===== config.mk =====
export PLATFORM = sky130hd
export DESIGN_NAME = op_arith_pipe
export DESIGN_NICKNAME = d
export VERILOG_FILES = /design/src/rtl/op_arith_pipe.sv
export SDC_FILE = /design/constraint.sdc
export NUM_CORES = 1
export LEC_CHECK = 0
export ABC_AREA = 1
export CAP_MARGIN = 20
export CORE_UTILIZATION = 50
export CTS_CLUSTER_DIAMETER = 40
export DETAILED_ROUTE_END_ITERATION = 12
export PLACE_DENSITY_LB_ADDON = 0.2
export SYNTH_ARGS = -nofsm -noshare
export SYNTH_HDL_FRONTEND = slang
export SYNTH_SLANG_ARGS = --single-unit

===== constraint.sdc =====
create_clock -name clk -period 3.5 [get_ports clk]
set_input_delay 0.35 -clock clk [delete_from_list [all_inputs] [get_ports clk]]
set_output_delay 0.35 -clock clk [all_outputs]
set_load 0.03 [all_outputs]

===== src/rtl/op_arith_pipe.sv =====
// Two-stage valid/ready operand pipeline: ADD/SUB/ACC/CLR arithmetic plus slice, concat and constant.
// OP_ARITH_PIPE_SAT_EN: when defined, the ACC sum saturates to all ones instead of wrapping.
module op_arith_pipe #(
  parameter int unsigned WIDTH     = 32,
  parameter int unsigned CUT_W     = 10,
  parameter int unsigned CONST_VAL = 32
) (
  input  logic                 clk,
  input  logic                 rst,
  input  logic                 in_valid,
  output logic                 in_ready,
  input  logic [1:0]           mode,
  input  logic [WIDTH-1:0]     op1,
  input  logic [WIDTH-1:0]     op2,
  input  logic [WIDTH-1:0]     op3,
  output logic                 out_valid,
  input  logic                 out_ready,
  output logic [WIDTH:0]       res1,
  output logic [WIDTH:0]       res2,
  output logic [CUT_W-1:0]     cut,
  output logic [2*WIDTH-1:0]   comb,
  output logic [WIDTH-1:0]     const_o,
  output logic [WIDTH:0]       acc_o
);

  localparam logic [1:0] MODE_ADD = 2'd0;
  localparam logic [1:0] MODE_SUB = 2'd1;
  localparam logic [1:0] MODE_ACC = 2'd2;

  logic             s1_valid;
  logic [1:0]       s1_mode;
  logic [WIDTH-1:0] s1_op1;
  logic [WIDTH-1:0] s1_op2;
  logic [WIDTH-1:0] s1_op3;
  logic             s2_valid;
  logic [WIDTH:0]   acc;

  logic             s2_adv;
  logic             s1_adv;
  logic             accept;
  logic [WIDTH:0]   res1_d;
  logic [WIDTH:0]   res2_d;
  logic [WIDTH:0]   acc_d;
  logic [WIDTH:0]   acc_res;

  // Each stage may advance when it is empty or the stage ahead is draining.
  assign s2_adv    = !s2_valid || out_ready;
  assign s1_adv    = !s1_valid || s2_adv;
  assign in_ready  = s1_adv && !rst;
  assign accept    = in_valid && in_ready;
  assign out_valid = s2_valid;
  assign acc_o     = acc;
  assign const_o   = WIDTH'(CONST_VAL);

`ifdef OP_ARITH_PIPE_SAT_EN
  logic [WIDTH+1:0] acc_sum;
  assign acc_sum = {1'b0, acc} + {2'b00, s1_op1};
  assign acc_res = acc_sum[WIDTH+1] ? {(WIDTH+1){1'b1}} : acc_sum[WIDTH:0];
`else
  assign acc_res = acc + {1'b0, s1_op1};
`endif

  // Results for the transaction sitting in S1.
  always_comb begin
    res1_d = '0;
    res2_d = '0;
    acc_d  = acc;
    case (s1_mode)
      MODE_ADD: begin
        res1_d = {1'b0, s1_op1} + {1'b0, s1_op2};
        res2_d = {1'b0, s1_op2} + {1'b0, s1_op3};
      end
      MODE_SUB: begin
        res1_d = {1'b0, s1_op1} - {1'b0, s1_op2};
        res2_d = {1'b0, s1_op2} - {1'b0, s1_op3};
      end
      MODE_ACC: begin
        res1_d = acc_res;
        res2_d = acc;
        acc_d  = acc_res;
      end
      default: begin
        res1_d = '0;
        res2_d = acc;
        acc_d  = '0;
      end
    endcase
  end

  always_ff @(posedge clk) begin
    if (rst) begin
      s1_valid <= 1'b0;
      s1_mode  <= '0;
      s1_op1   <= '0;
      s1_op2   <= '0;
      s1_op3   <= '0;
      s2_valid <= 1'b0;
      res1     <= '0;
      res2     <= '0;
      cut      <= '0;
      comb     <= '0;
      acc      <= '0;
    end else begin
      if (s1_adv) begin
        s1_valid <= accept;
        if (accept) begin
          s1_mode <= mode;
          s1_op1  <= op1;
          s1_op2  <= op2;
          s1_op3  <= op3;
        end
      end
      // acc moves only together with its transaction entering S2.
      if (s2_adv) begin
        s2_valid <= s1_valid;
        if (s1_valid) begin
          res1 <= res1_d;
          res2 <= res2_d;
          cut  <= s1_op1[CUT_W-1:0];
          comb <= {s1_op1, s1_op2};
          acc  <= acc_d;
        end
      end
    end
  end

endmodule


======== After elaboration in Yosys (flattened, before gate mapping) ========
Index checks and enable logic that the tools add are counted.
storage, ports and cells
  register bits ........................... 273
  output and inout bits ................... 207
  word-level logic and storage cells ...... 34
operators by class
  add/subtract/negate cells ............... 5
  equality and inequality tests ........... 2
  mux-type cells .......................... 3
  bitwise logic cells ..................... 1
  reductions and logical operators ........ 12
operator list
  kind                  count
  $pmux W33 S2          2
  $pmux W33 S3          1
  $add A32 B32 Y33      2
  $sub A32 B32 Y33      2
  $add A33 B32 Y33      1
  $reduce_and A2 Y1     2
  $logic_not A1 Y1      3
  $reduce_and A3 Y1     1
  $eq A2 B1 Y1 const B  1
  $eq A2 B2 Y1 const B  1
  $logic_and A1 B1 Y1   2
  $logic_not A2 Y1      1
  $logic_or A1 B1 Y1    2
  $reduce_or A2 Y1      1
  $not A1 Y1            1

======== Logic depth before layout (Yosys ltp) ========
Gate-level depths: netlist (run 1).
  word-level depth ........................ 6
  mapped depth ............................ 25

======== Worst setup path after synthesis (run 1) ========
Ideal clock, no wire load.
  kind .................................... register to register
  start ................................... register s1_op2[0]
  end ..................................... register res1[32]
  setup time .............................. 0.109 ns
  arrival time ............................ 2.661 ns
  data required time ...................... 3.391 ns
  slack ................................... 0.730 ns
  cell stages (with the launch flop) ...... 23
  path buffers ............................ 0
  cell sequence ........................... dfxtp_1 -> inv_1 -> ha_1 -> nand3_2 -> inv_1 -> nand2_1 -> nor2_2 -> nand4_1 -> o21ai_2 -> o21ai_1 -> xor2_1 -> ha_1 -> nand2_1 -> inv_1 -> nand2_1 -> nor4_1 -> nand2_1 -> nand2_1 -> nand2_1 -> nand3_1 -> nand3_1 -> nand2_1 -> inv_1
on the way
  word-level cells in the longest chain between the ends .. 2
  elaborated cells on any way between the ends .. 3
  classes of those cells .................. add/sub: 2; mux: 1
ends and longest elaborated chain
  item                                                  RTL line  source
  start, declared                                       33        logic [WIDTH-1:0] s1_op2;
  start signal, assigned                                109       s1_op2 <= op2;
  $sub A32 B32 Y33 or $add A32 B32 Y33 (tied branches)  74, 70
  $pmux W33 S3 (*)                                      68        case (s1_mode)
  end signal, assigned                                  117       res1 <= res1_d;
  end, declared                                         18        output logic [WIDTH:0] res1,
Mark *: on every way between the ends. The rest lies on a longest branch, timed or not.
A chain may end at the register's enable or synchronous reset.

======== Final worst setup path (run 1) ========
  start ................................... register s1_op2[1]
  end ..................................... register res1[28]
Same word-level chain as after synthesis.

==> results of run 1 <==
-- what timing repair did --
item / 4_1_cts / 5_1_grt
endpoints found under the setup margin: 0 / 15
buffers inserted: 0 / 5
resized for setup: 0 / 40
-- through the flow --
stage / cell area [µm²] / setup slack, ps
2_1_floorplan: 19100 / 730
3_3_place_gp: 22100 / 231
3_5_place_dp: 22100 / 143
4_1_cts: 23700 / 115
5_1_grt: 23900 / -55.3
6_report: 23900 / 186
-- worst paths after layout --
| kind | startpoint | end | depth (start not counted) | slack, ps |
|---|---|---|---|---|
| worst min register to register | res2[19] | res2[19] | 2 | 460 |
| worst min-delay path | op3[3] | s1_op3[3] | 3 | 340 |
| worst max register to register | s1_op2[1] | res1[28] | 23 | 190 |
| worst max-delay path | s1_op2[1] | res1[28] | 23 | 190 |
-- flip-flops by register name (all words and copies together) (netlist names) --
register / count
acc_o: 33
comb: 55
cut: 9
out_valid: 1
res1: 33
res2: 33
s1_mode: 2
s1_op1: 32
s1_op2: 32
s1_op3: 32
s1_valid: 1
-- critical path: cells and delay by family, from the launching register on --
| kind | cells | cell delay (ps) |
|---|---|---|
| DFF | 1 | 350 |
| adders and majority gates | 2 | 570 |
| buffers and inverters | 5 | 320 |
| and+or+nand+nor | 12 | 1300 |
| AOI/OAI and AO/OA | 3 | 470 |
| xor gates and xnor gates | 1 | 170 |
-- power by group through the flow --
| stage | logic [W] | clock network, W | registers [W] |
|---|---|---|---|
| after global routing | 0.00383 | 0.00486 | 0.00346 |
| after global placement | 0.00335 | 0 | 0.00349 |
| after detailed placement | 0.00339 | 0 | 0.00350 |
| final | 0.00349 | 0.00469 | 0.00345 |
| after CTS | 0.00341 | 0.00474 | 0.00344 |
| after floorplan | 0.00203 | 0 | 0.00368 |
-- final cells by class --
type / instances / area (µm²)
Fill cell: 3552 / 13700
Multi-Input combinational cell: 2266 / 11300
Sequential cell: 263 / 5270
Timing Repair Buffer: 313 / 3090
Inverter: 522 / 1960
Clock buffer: 56 / 1250
Tap cell: 511 / 639
Clock inverter: 26 / 349
-- cell families after synthesis --
group,count (synthesis),synth area share
DFF,263,0.277
buffers and inverters,664,0.142
other,2,0.000395
and+or+nand+nor,1593,0.344
adders and majority gates,101,0.0677
AOI/OAI and AO/OA,467,0.135
xor gates and xnor gates,73,0.0336
-- layout by cell type (no fill, tap or decap), drive strengths merged, types with 4 or more instances in the layout --
master         instances
inv                  532
xor2                  70
clkdlybuf4s50        275
nor2                 300
bufinv                 6
a31oi                  4
o21ai                188
o21bai                 4
o31ai                 64
o221ai                 4
nor3                  28
nand3b                15
nand2               1057
buf                   38
clkinv                 7
dfxtp                263
or2                    5
nor4                   7
ha                    98
o211ai                 7
nand3                165
clkbuf                56
a21oi                192
conb                  32
nand4                 10
-- per-layer routing --
layer	wire (µm)	track usage	vias up
met5	0	0	-
met2	33000	0.606	765
met3	4820	0.0520	147
met4	2720	0.150	0
met1	29600	0.449	9447
li1	-	-	10300
==> impl_metrics.yaml, run 1 <==
cts:
  cts_root_buf: "clkbuf_16"
  clk_pin_slew_ps: 50
  cts_hold_buf: 0
  h-tree-depth: 2
  numCtsBuffers: 45
  cts_tree: "built"
  insertion_delay_ps: 580
  clockBufferDepth: 3
  cts.sinks: 263
synth:
  yosys_warnings: 0
  yosys_register_bits: 263
  synth_area_um2: 19000
  ys_seq_area_frac: 0.277
  synth_edf_count: 0
  avgSynthCellArea_um2: 6.01
  yosysMostFrequentCell: "nand2_1"
  yosys-top-cells-count: "nand2_1 (1047), inv_1 (506), nor2_1 (283)"
  synthTopCellsByArea: "dfxtp_1 (28%), nand2_1 (21%), inv_1 (10%)"
  syn_inst: 3163
  yosys_most_used_dff: "dfxtp_1"
  async_flop_share: 0
  synth_cell_type_count: 45
  synth_area_leader_cell: "dfxtp_1"
  netlist.area_leader.share: 0.277
final_layout:
  layout.nets: 3614
  area_delta_synth_final_pct: 25.5
  final_util: 0.635
  diodes: 0
  drive_gt1_frac: 0.0609
  fin_cells: 3957
critical_path:
  cp_slowest_stage_delay_ps: 380
  cp-start-kind: "flip-flop"
  worstPathCellList: "inv_2 -> ha_2 -> nand3_2 -> inv_1 -> nand2_1 -> nor2_4 -> nand4_1 -> o21ai_2 -> o21ai_1 -> xor2_1 -> ha_1 -> nand2_2 -> inv_1 -> nand2_2 -> inv_1 -> nand2_1 -> nand2_1 -> a21oi_2 -> nand3_1 -> nand3_1 -> nand3_1 -> nand2_1 -> inv_1"
  arrival_ps: 3780
  crit_required_ps: 3970
  crit_type: "flip-flop to flip-flop"
  critPathSlowestCell: "ha_1"
  end_kind: "flip-flop"
  path_max_fanout: 5
worst_hold_path:
  hold_class: "input pin to flip-flop"
floorplan:
  io_pins: 309
  coreArea_um2: 37600
  dieWidth_um: 197
  die_area_um2: 38800
  start_util: 0.506
  fp-row-count: 71
  die_y_um: 197
global_route:
  antenna_found_initial: 0
  grt_pass1_vias: 19200
  grt_max_degree: 196
  overflow: 0
  grt_pass1_wl_um: 106000
  grt_usage: 0.356
power_and_ir_drop:
  combPwrFrac: 0.300
  p_sw_frac: 0.361
  cellPowerDensity_nw_per_um2: 488
  power_frac_seq: 0.296
  p_switching_w: 0.00420
  clockPowerShare: 0.403
  leakage_nw: 12.3
  ir_worst_vdd_v: 0.000415
  power_w: 0.0116
  p_int_w: 0.00743
placement:
  dpl.hpwl_um: 54200
  gp_congestion: 0.947
  place_inst: 3870
  place.port_buffers: 276
sta:
  slew_headroom: 0.407
  setup_tns_ps: 0
  final_hold_viol_count: 0
  fin_crit_ps: 3310
  whs_ps: 339
  finalCritPeriodShare: 0.947
  clock_skew_ps: 26.0
  finalSetupViolations: 0
  slew_viol_final: 0
  fmax_mhz: 302
  max_slew.worst_pin.slew_ps: 890
route:
  wl_per_cell_um: 17.7
  vias: 20700
  dr.first_iter.drc_count: 1546
  wl_um: 70100
  viasPerCell: 5.23
  drt_pass1_iterations: 6
  antenna_left: 0
  drcViolationCount: 0
run_status:
  status: "finished, final reports clean"
flow_run:
  cap_violations: 0
Note: power is estimated with default switching activity, not from simulation.
==> run 2: changes to the inputs <==
CAP_MARGIN = 25   (was 20)
SLEW_MARGIN = 0   (was default)
==> results of run 2 <==
No change in the layout: final DEF, timing and power equal those of run 1.
